`src/rtl/lock_key_pkg.sv`:
```
// Shared definitions for the logic-lock key loader: FSM states, CRC-8
// constants, default geometry and the byte-wise CRC-8 update function.
package lock_key_pkg;

    localparam int DEFAULT_KEY_W     = 64;
    localparam int DEFAULT_BYTE_W    = 8;
    localparam int DEFAULT_MAX_FAILS = 3;

    localparam logic [7:0] CRC8_POLY = 8'h07;
    localparam logic [7:0] CRC8_INIT = 8'h00;

    typedef enum logic [2:0] {
        ST_IDLE,
        ST_LOAD,
        ST_CHECK,
        ST_COMMIT,
        ST_LOCKOUT
    } state_t;

    // One byte of CRC-8: MSB first, no reflection, no final XOR.
    function automatic logic [7:0] crc8_byte(input logic [7:0] crc, input logic [7:0] data);
        logic [7:0] c;
        c = crc ^ data;
        for (int i = 0; i < 8; i++) begin
            c = c[7] ? ({c[6:0], 1'b0} ^ CRC8_POLY) : {c[6:0], 1'b0};
        end
        return c;
    endfunction

endpackage

```
`src/rtl/lock_key_crc8.sv`:
```
// Combinational CRC-8 update of a running remainder by one data byte.
module lock_key_crc8
    import lock_key_pkg::*;
(
    input  logic [7:0] crc,
    input  logic [7:0] data,
    output logic [7:0] crc_next
);

    // Single-byte advance of the remainder.
    always_comb begin
        crc_next = crc8_byte(crc, data);
    end

endmodule

```
`src/rtl/lock_key_loader.sv`:
```
// Key-provisioning front end for logic-locked cores. Collects a key as a
// little-endian byte stream plus one CRC-8 check byte, then commits the key
// atomically to key_out, or drives an all-zero decoy and flags crc_err.
// Optional lockout after repeated failures: define LOCK_KEY_LOADER_LOCKOUT_EN.
module lock_key_loader
    import lock_key_pkg::*;
#(
    parameter int KEY_W     = DEFAULT_KEY_W,
    parameter int BYTE_W    = DEFAULT_BYTE_W,
    parameter int MAX_FAILS = DEFAULT_MAX_FAILS
) (
    input  logic              clk,
    input  logic              rst_n,
    input  logic [BYTE_W-1:0] in_data,
    input  logic              in_valid,
    output logic              in_ready,
    input  logic              load_abort,
    output logic [KEY_W-1:0]  key_out,
    output logic              key_ok,
    output logic              crc_err,
    output logic              busy,
    output logic              locked_out
);

    localparam int NBEATS = KEY_W / BYTE_W;
    localparam int BEAT_W = $clog2(NBEATS + 1);

    state_t state_reg;
    state_t state_next;

    logic [KEY_W-1:0]  shadow_reg;
    logic [BEAT_W-1:0] beat_reg;
    logic [7:0]        crc_reg;
    logic [7:0]        crc_upd;
    logic [7:0]        check_reg;

    logic xfer;
    logic shadow_we;
    logic check_we;
    logic clear_load;
    logic commit;
    logic crc_match;
    logic lockout_hit;

    // Handshake and status depend on state only, so they never loop back
    // through the transfer decode.
    assign in_ready  = (state_reg == ST_IDLE) || (state_reg == ST_LOAD) || (state_reg == ST_CHECK);
    assign busy      = (state_reg == ST_LOAD) || (state_reg == ST_CHECK) || (state_reg == ST_COMMIT);
    assign xfer      = in_valid && in_ready;
    assign crc_match = (crc_reg == check_reg);

    lock_key_crc8 u_crc8 (
        .crc      (crc_reg),
        .data     (in_data[7:0]),
        .crc_next (crc_upd)
    );

    // State register.
    always_ff @(posedge clk) begin
        if (!rst_n) begin
            state_reg <= ST_IDLE;
        end else begin
            state_reg <= state_next;
        end
    end

    // Next-state decode and datapath strobes; abort wins over a transfer.
    always_comb begin
        state_next = state_reg;
        shadow_we  = 1'b0;
        check_we   = 1'b0;
        clear_load = 1'b0;
        commit     = 1'b0;
        case (state_reg)
            ST_IDLE: begin
                if (xfer) begin
                    shadow_we  = 1'b1;
                    state_next = ST_LOAD;
                end
            end
            ST_LOAD: begin
                if (load_abort) begin
                    clear_load = 1'b1;
                    state_next = ST_IDLE;
                end else if (xfer) begin
                    shadow_we = 1'b1;
                    if (beat_reg == BEAT_W'(NBEATS - 1)) begin
                        state_next = ST_CHECK;
                    end
                end
            end
            ST_CHECK: begin
                if (load_abort) begin
                    clear_load = 1'b1;
                    state_next = ST_IDLE;
                end else if (xfer) begin
                    check_we   = 1'b1;
                    state_next = ST_COMMIT;
                end
            end
            ST_COMMIT: begin
                commit     = 1'b1;
                clear_load = 1'b1;
                state_next = lockout_hit ? ST_LOCKOUT : ST_IDLE;
            end
            ST_LOCKOUT: begin
                state_next = ST_LOCKOUT;
            end
            default: begin
                state_next = ST_IDLE;
            end
        endcase
    end

    // Shadow register, one lane per key byte, written at the current beat.
    for (genvar gi = 0; gi < NBEATS; gi++) begin : g_lane
        // Byte lane gi of the shadow key.
        always_ff @(posedge clk) begin
            if (!rst_n || clear_load) begin
                shadow_reg[gi*BYTE_W +: BYTE_W] <= '0;
            end else if (shadow_we && (beat_reg == BEAT_W'(gi))) begin
                shadow_reg[gi*BYTE_W +: BYTE_W] <= in_data;
            end
        end
    end

    // Beat counter, running CRC, check byte and committed key outputs.
    always_ff @(posedge clk) begin
        if (!rst_n) begin
            beat_reg  <= '0;
            crc_reg   <= CRC8_INIT;
            check_reg <= '0;
            key_out   <= '0;
            key_ok    <= 1'b0;
            crc_err   <= 1'b0;
        end else begin
            if (clear_load) begin
                beat_reg <= '0;
                crc_reg  <= CRC8_INIT;
            end else if (shadow_we) begin
                beat_reg <= beat_reg + BEAT_W'(1);
                crc_reg  <= crc_upd;
            end
            if (check_we) begin
                check_reg <= in_data[7:0];
            end
            if (commit) begin
                if (crc_match) begin
                    key_out <= shadow_reg;
                    key_ok  <= 1'b1;
                    crc_err <= 1'b0;
                end else begin
                    key_out <= '0;
                    key_ok  <= 1'b0;
                    crc_err <= 1'b1;
                end
            end
        end
    end

`ifdef LOCK_KEY_LOADER_LOCKOUT_EN
    localparam int FAIL_W = $clog2(MAX_FAILS + 1);

    logic [FAIL_W-1:0] fail_cnt_reg;

    // The failure that brings the count up to MAX_FAILS trips the lockout.
    assign lockout_hit = !crc_match && (fail_cnt_reg >= FAIL_W'(MAX_FAILS - 1));
    assign locked_out  = (state_reg == ST_LOCKOUT);

    // Saturating count of consecutive CRC failures.
    always_ff @(posedge clk) begin
        if (!rst_n) begin
            fail_cnt_reg <= '0;
        end else if (commit) begin
            if (crc_match) begin
                fail_cnt_reg <= '0;
            end else if (fail_cnt_reg != FAIL_W'(MAX_FAILS)) begin
                fail_cnt_reg <= fail_cnt_reg + FAIL_W'(1);
            end
        end
    end
`else
    // Without lockout MAX_FAILS has no effect and failures are unlimited.
    assign lockout_hit = 1'b0 & (MAX_FAILS != 0);
    assign locked_out  = 1'b0;
`endif

endmodule

```
`config.mk`:
```
export PLATFORM = sky130hd
export DESIGN_NAME = lock_key_loader
export DESIGN_NICKNAME = d
export VERILOG_FILES = /design/src/rtl/lock_key_pkg.sv /design/src/rtl/lock_key_crc8.sv /design/src/rtl/lock_key_loader.sv
export SDC_FILE = /design/constraint.sdc
export NUM_CORES = 1
export LEC_CHECK = 0
export CAP_MARGIN = 40
export CORE_ASPECT_RATIO = 0.8
export CORE_UTILIZATION = 30
export DETAILED_ROUTE_END_ITERATION = 10
export HOLD_SLACK_MARGIN = 0.05
export PLACE_DENSITY = 0.59
export SETUP_SLACK_MARGIN = 0.3
export SKIP_LAST_GASP = 1
export SLEW_MARGIN = 30
export SYNTH_ARGS = -nofsm -noshare
export SYNTH_HDL_FRONTEND = slang
export SYNTH_SLANG_ARGS = --single-unit
```
`constraint.sdc`:
```
create_clock -name clk -period 1.88 [get_ports clk]
set_input_delay 0.188 -clock clk [delete_from_list [all_inputs] [get_ports clk]]
set_output_delay 0.188 -clock clk [all_outputs]
set_load 0.01 [all_outputs]
```
==> results by stage <==
Logic synthesis:
- The total nets after synthesis is 527.
- The mean post-synth cell area is 11.1 um^2.
- The post-synthesis sequential element count is 153.
- The number of flops mapped to enable cells by yosys is 0.
- The gate count of the mapped netlist is 511.
- The share of synthesized area occupied by flip-flops and latches is 54.0%.
- Summing every instance area after synthesis gives 0.00567 mm^2.
- The share of flip-flops with an asynchronous set or reset is 0%.
- The Yosys step of the flow raised 0 warnings.
- Counting distinct cell types in the post-synthesis netlist gives 39.
- Among all flip-flop cells after synthesis, the most frequent one is sky130_fd_sc_hd__dfxtp_1.

Worst setup path:
- The worst reg2reg path depth is 8.
- The termination of the worst setup path is key_out[20].
- Tracing the worst setup path back leads to its startpoint at crc_reg[4].
- The setup slack of the most critical reg-to-reg path is 0.21 ns.
- The critical path capture point type is a register.
- Of all nets on the critical path, the largest fanout is 7.
- The arrival time of data at the critical path endpoint is 2.02 ns.
- The setup path with the least slack is of type register to register.
- The worst setup path is launched from a register.
- The origin of the critical flop-to-flop path is crc_reg[4].
- The worst register-to-register path ends at key_out[20].
- The required time at the worst-slack endpoint is 2.24 ns.

Placement:
- The number of placed instances, taps included, is 848.
- During placement, the flow inserted port buffers numbering 79.
- The setup slack at placement is -0.195 ns.
- The congestion estimate from routability-driven global placement came to 0.766.
- The placed wire-length estimate after detailed placement is 9.66 mm.

Power and ir drop:
- The cell leakage power is 3.54 nW.
- In this run the power density over the cells is 976 mW/mm^2.
- The worst-case vdd ir drop is 0.000529 V.
- Total power for the finished layout comes to 7.81 mW.

Global route:
- Entering global routing, the biggest net connects 29 pins.
- The total routing usage reported by global routing is 15.0%.
- The initial antenna violation count is 0.
- The via count of the first global-routing pass is 4066.
- The wire length of the first global-routing pass is 22.1 mm.
- The total congestion overflow after global routing is 0.

Finish:
- The area growth from synthesis to layout is 41.2%.
- The fraction of final layout cells with drive strength greater than 1 is 19.2%.
- At the end of the flow, the number of nets in the layout was 645.
- The most frequent standard cell in the layout excluding fill and tap cells is sky130_fd_sc_hd__dfxtp_1.
- For this run, the number of standard cells in the final layout without fillers is 895.
- The number of diodes added for antenna fixing is 0.
- Leaving out fill and tap cells, the most frequent cells in the layout are sky130_fd_sc_hd__dfxtp_1, sky130_fd_sc_hd__nor2_1, sky130_fd_sc_hd__clkdlybuf4s50_1, sky130_fd_sc_hd__mux2i_1, sky130_fd_sc_hd__a22o_1.

Job:
- Across the run, the number of max-cap violations was 0.

Timing:
- The number of endpoints with negative hold slack in the final report is 0.
- The worst path needs 1.67 ns of the cycle, external delays included.
- The final max-slew violation count is 0.
- Once routing completed, OpenROAD measured the worst setup slack at 0.213 ns.
- For the final routed database, the setup TNS stands at 0 ns.
- The setup violation total in the final timing report is 0.
- Setup repair after global routing could not meet its margin everywhere.
- The achievable clock frequency is 600 MHz.
- The clock arrives with 0.0107 ns of skew.
- The post-route clock period utilization is 88.7%.

Routing:
- Once detail routing completed, the nets flagged for antenna violations numbered 0.
- For this run, the detailed router's first-pass iteration total came to 4.
- The detailed router placed 4209 vias in this run.
- The number of DRC violations after detailed routing is 0.
- After detailed routing, the average wire length per cell comes to 16.4 um.
- Summed over all layers, the routed wires come to 14.7 mm.
- In this run, the number of DRC markers left after iteration 0 of detailed routing was 173.
- The routed via count divided by cell count is 4.70.

Clocking:
- The clock transition time at the flip-flop clock pins of the worst setup and hold paths is 0.06 ns.
- The number of buffers added by the clock tree synthesis step is 17.
- CTS saw 153 sinks.
- TritonCTS built the clock tree.
- In this run the number of H-tree levels came out at 4.
- The clock root buffer is sky130_fd_sc_hd__clkbuf_16.
- The buffer levels on the longest clock path is 2.
- The clock latency of the later-clocked register in the worst-skew pair is 0.42 ns.
- The number of buffers inserted by hold repair at cts is 0.

Die:
- From bottom edge to top edge, the die measures 125 um.
- The initial core utilization is 30.9%.
- In this run the horizontal extent of the chip is 156 um.
- Row generation in the floorplan step produced 44 rows.
- The boundary pin count is 81.
- In this run the standard cell core region covers 0.0183 mm^2.
- The area of the die is 0.0195 mm^2.

Status:
- The run finished with clean final reports.

Hold path:
- The class of the tightest hold or removal check is input pin to register.
- The hold path startpoint is in_data[6].
[worst max-delay path, stage by stage, from the launching register on]
cell and delay, ns:
sky130_fd_sc_hd__dfxtp_2 0.33, sky130_fd_sc_hd__xnor2_1 0.16, sky130_fd_sc_hd__nand4_1 0.25, sky130_fd_sc_hd__nor4_4 0.21, sky130_fd_sc_hd__buf_4 0.17, sky130_fd_sc_hd__buf_6 0.10, sky130_fd_sc_hd__buf_12 0.12, sky130_fd_sc_hd__clkbuf_16 0.15
sky130_fd_sc_hd__a22o_1 0.12
[through the flow]
step	hold slack, ns	utilization, %	instance area, um^2
2_1_floorplan	0.266	-	5670
3_3_place_gp	0.441	38.2	7000
3_5_place_dp	0.444	38.2	7000
4_1_cts	0.387	42.4	7780
5_1_grt	0.217	43.7	8010
6_report	0.204	43.7	8010
[layout make-up]
| type | instances | area (um^2) |
|---|---|---|
| multi-input cells | 317 | 2510 |
| clock inverters | 8 | 115 |
| well taps | 253 | 317 |
| repair buffers | 136 | 1450 |
| fillers | 1657 | 10300 |
| inverters | 4 | 15.0 |
| clock buffers | 24 | 502 |
| flip-flops and latches | 153 | 3100 |
[cell families after synthesis]
logic type | share of synthesized area [%]
compound gates | 12.1
xor+xnor | 6.58
fa+ha+maj | 1.06
buf+inv | 3.64
flops | 54.0
mux | 12.7
other cells | 0.0662
simple gates | 9.80
[power by group]
part           leakage (nW)  internal [mW]  switching, mW
sequential             1.24           3.32         0.0755
combinational          1.98          0.465          0.414
clock                 0.310           2.26           1.28
[layer usage]
layer | vias up | global-route usage [%] | wire length (um)
li1 | 2041 | - | -
met1 | 2069 | 20.7 | 7260
met2 | 90 | 23.1 | 6680
met3 | 9 | 4.09 | 598
met4 | 0 | 4.09 | 119
met5 | - | 0 | 0
[cells in the mapped netlist (2+ instances only)]
cell type / number / area, um^2
sky130_fd_sc_hd__nand2_1: 5 / 18.8
sky130_fd_sc_hd__nand3_1: 12 / 60.1
sky130_fd_sc_hd__mux2i_1: 72 / 721
sky130_fd_sc_hd__a21oi_1: 10 / 50.1
sky130_fd_sc_hd__or3_1: 6 / 37.5
sky130_fd_sc_hd__xor3_2: 2 / 50.1
sky130_fd_sc_hd__nor2b_1: 4 / 25.0
sky130_fd_sc_hd__a211oi_1: 2 / 15.0
sky130_fd_sc_hd__inv_1: 4 / 15.0
sky130_fd_sc_hd__o21ai_0: 7 / 35.0
sky130_fd_sc_hd__dfxtp_1: 153 / 3060
sky130_fd_sc_hd__nor3_1: 2 / 10.0
sky130_fd_sc_hd__and3b_1: 2 / 17.5
sky130_fd_sc_hd__clkbuf_1: 22 / 82.6
sky130_fd_sc_hd__xnor3_1: 5 / 113
sky130_fd_sc_hd__a22o_1: 64 / 561
sky130_fd_sc_hd__and3_1: 2 / 12.5
sky130_fd_sc_hd__nand3b_1: 2 / 15.0
sky130_fd_sc_hd__xor2_1: 5 / 43.8
sky130_fd_sc_hd__xnor2_1: 19 / 166
sky130_fd_sc_hd__nor2_1: 81 / 304
sky130_fd_sc_hd__ha_1: 4 / 50.1
sky130_fd_sc_hd__buf_6: 3 / 33.8
sky130_fd_sc_hd__buf_2: 8 / 40.0
[worst min-delay path by stage]
| stage | cells after the start | slack, ns | end |
|---|---|---|---|
| floorplan | 1 | 0.27 | state_reg[1] |
| global placement | 1 | 0.44 | key_ok |
| detailed placement | 1 | 0.44 | key_ok |
| CTS | 3 | 0.39 | crc_err |
| global route | 4 | 0.22 | check_reg[6] |
| finish | 4 | 0.20 | check_reg[6] |
[timing repair]
action / CTS / global route
pin swaps: 6 / 10
endpoints found under the setup margin: 71 / 92
setup buffers: 7 / 3
resized for setup: 26 / 27
gates cloned: 1 / 4
Note: power is estimated with default switching activity, not from simulation.
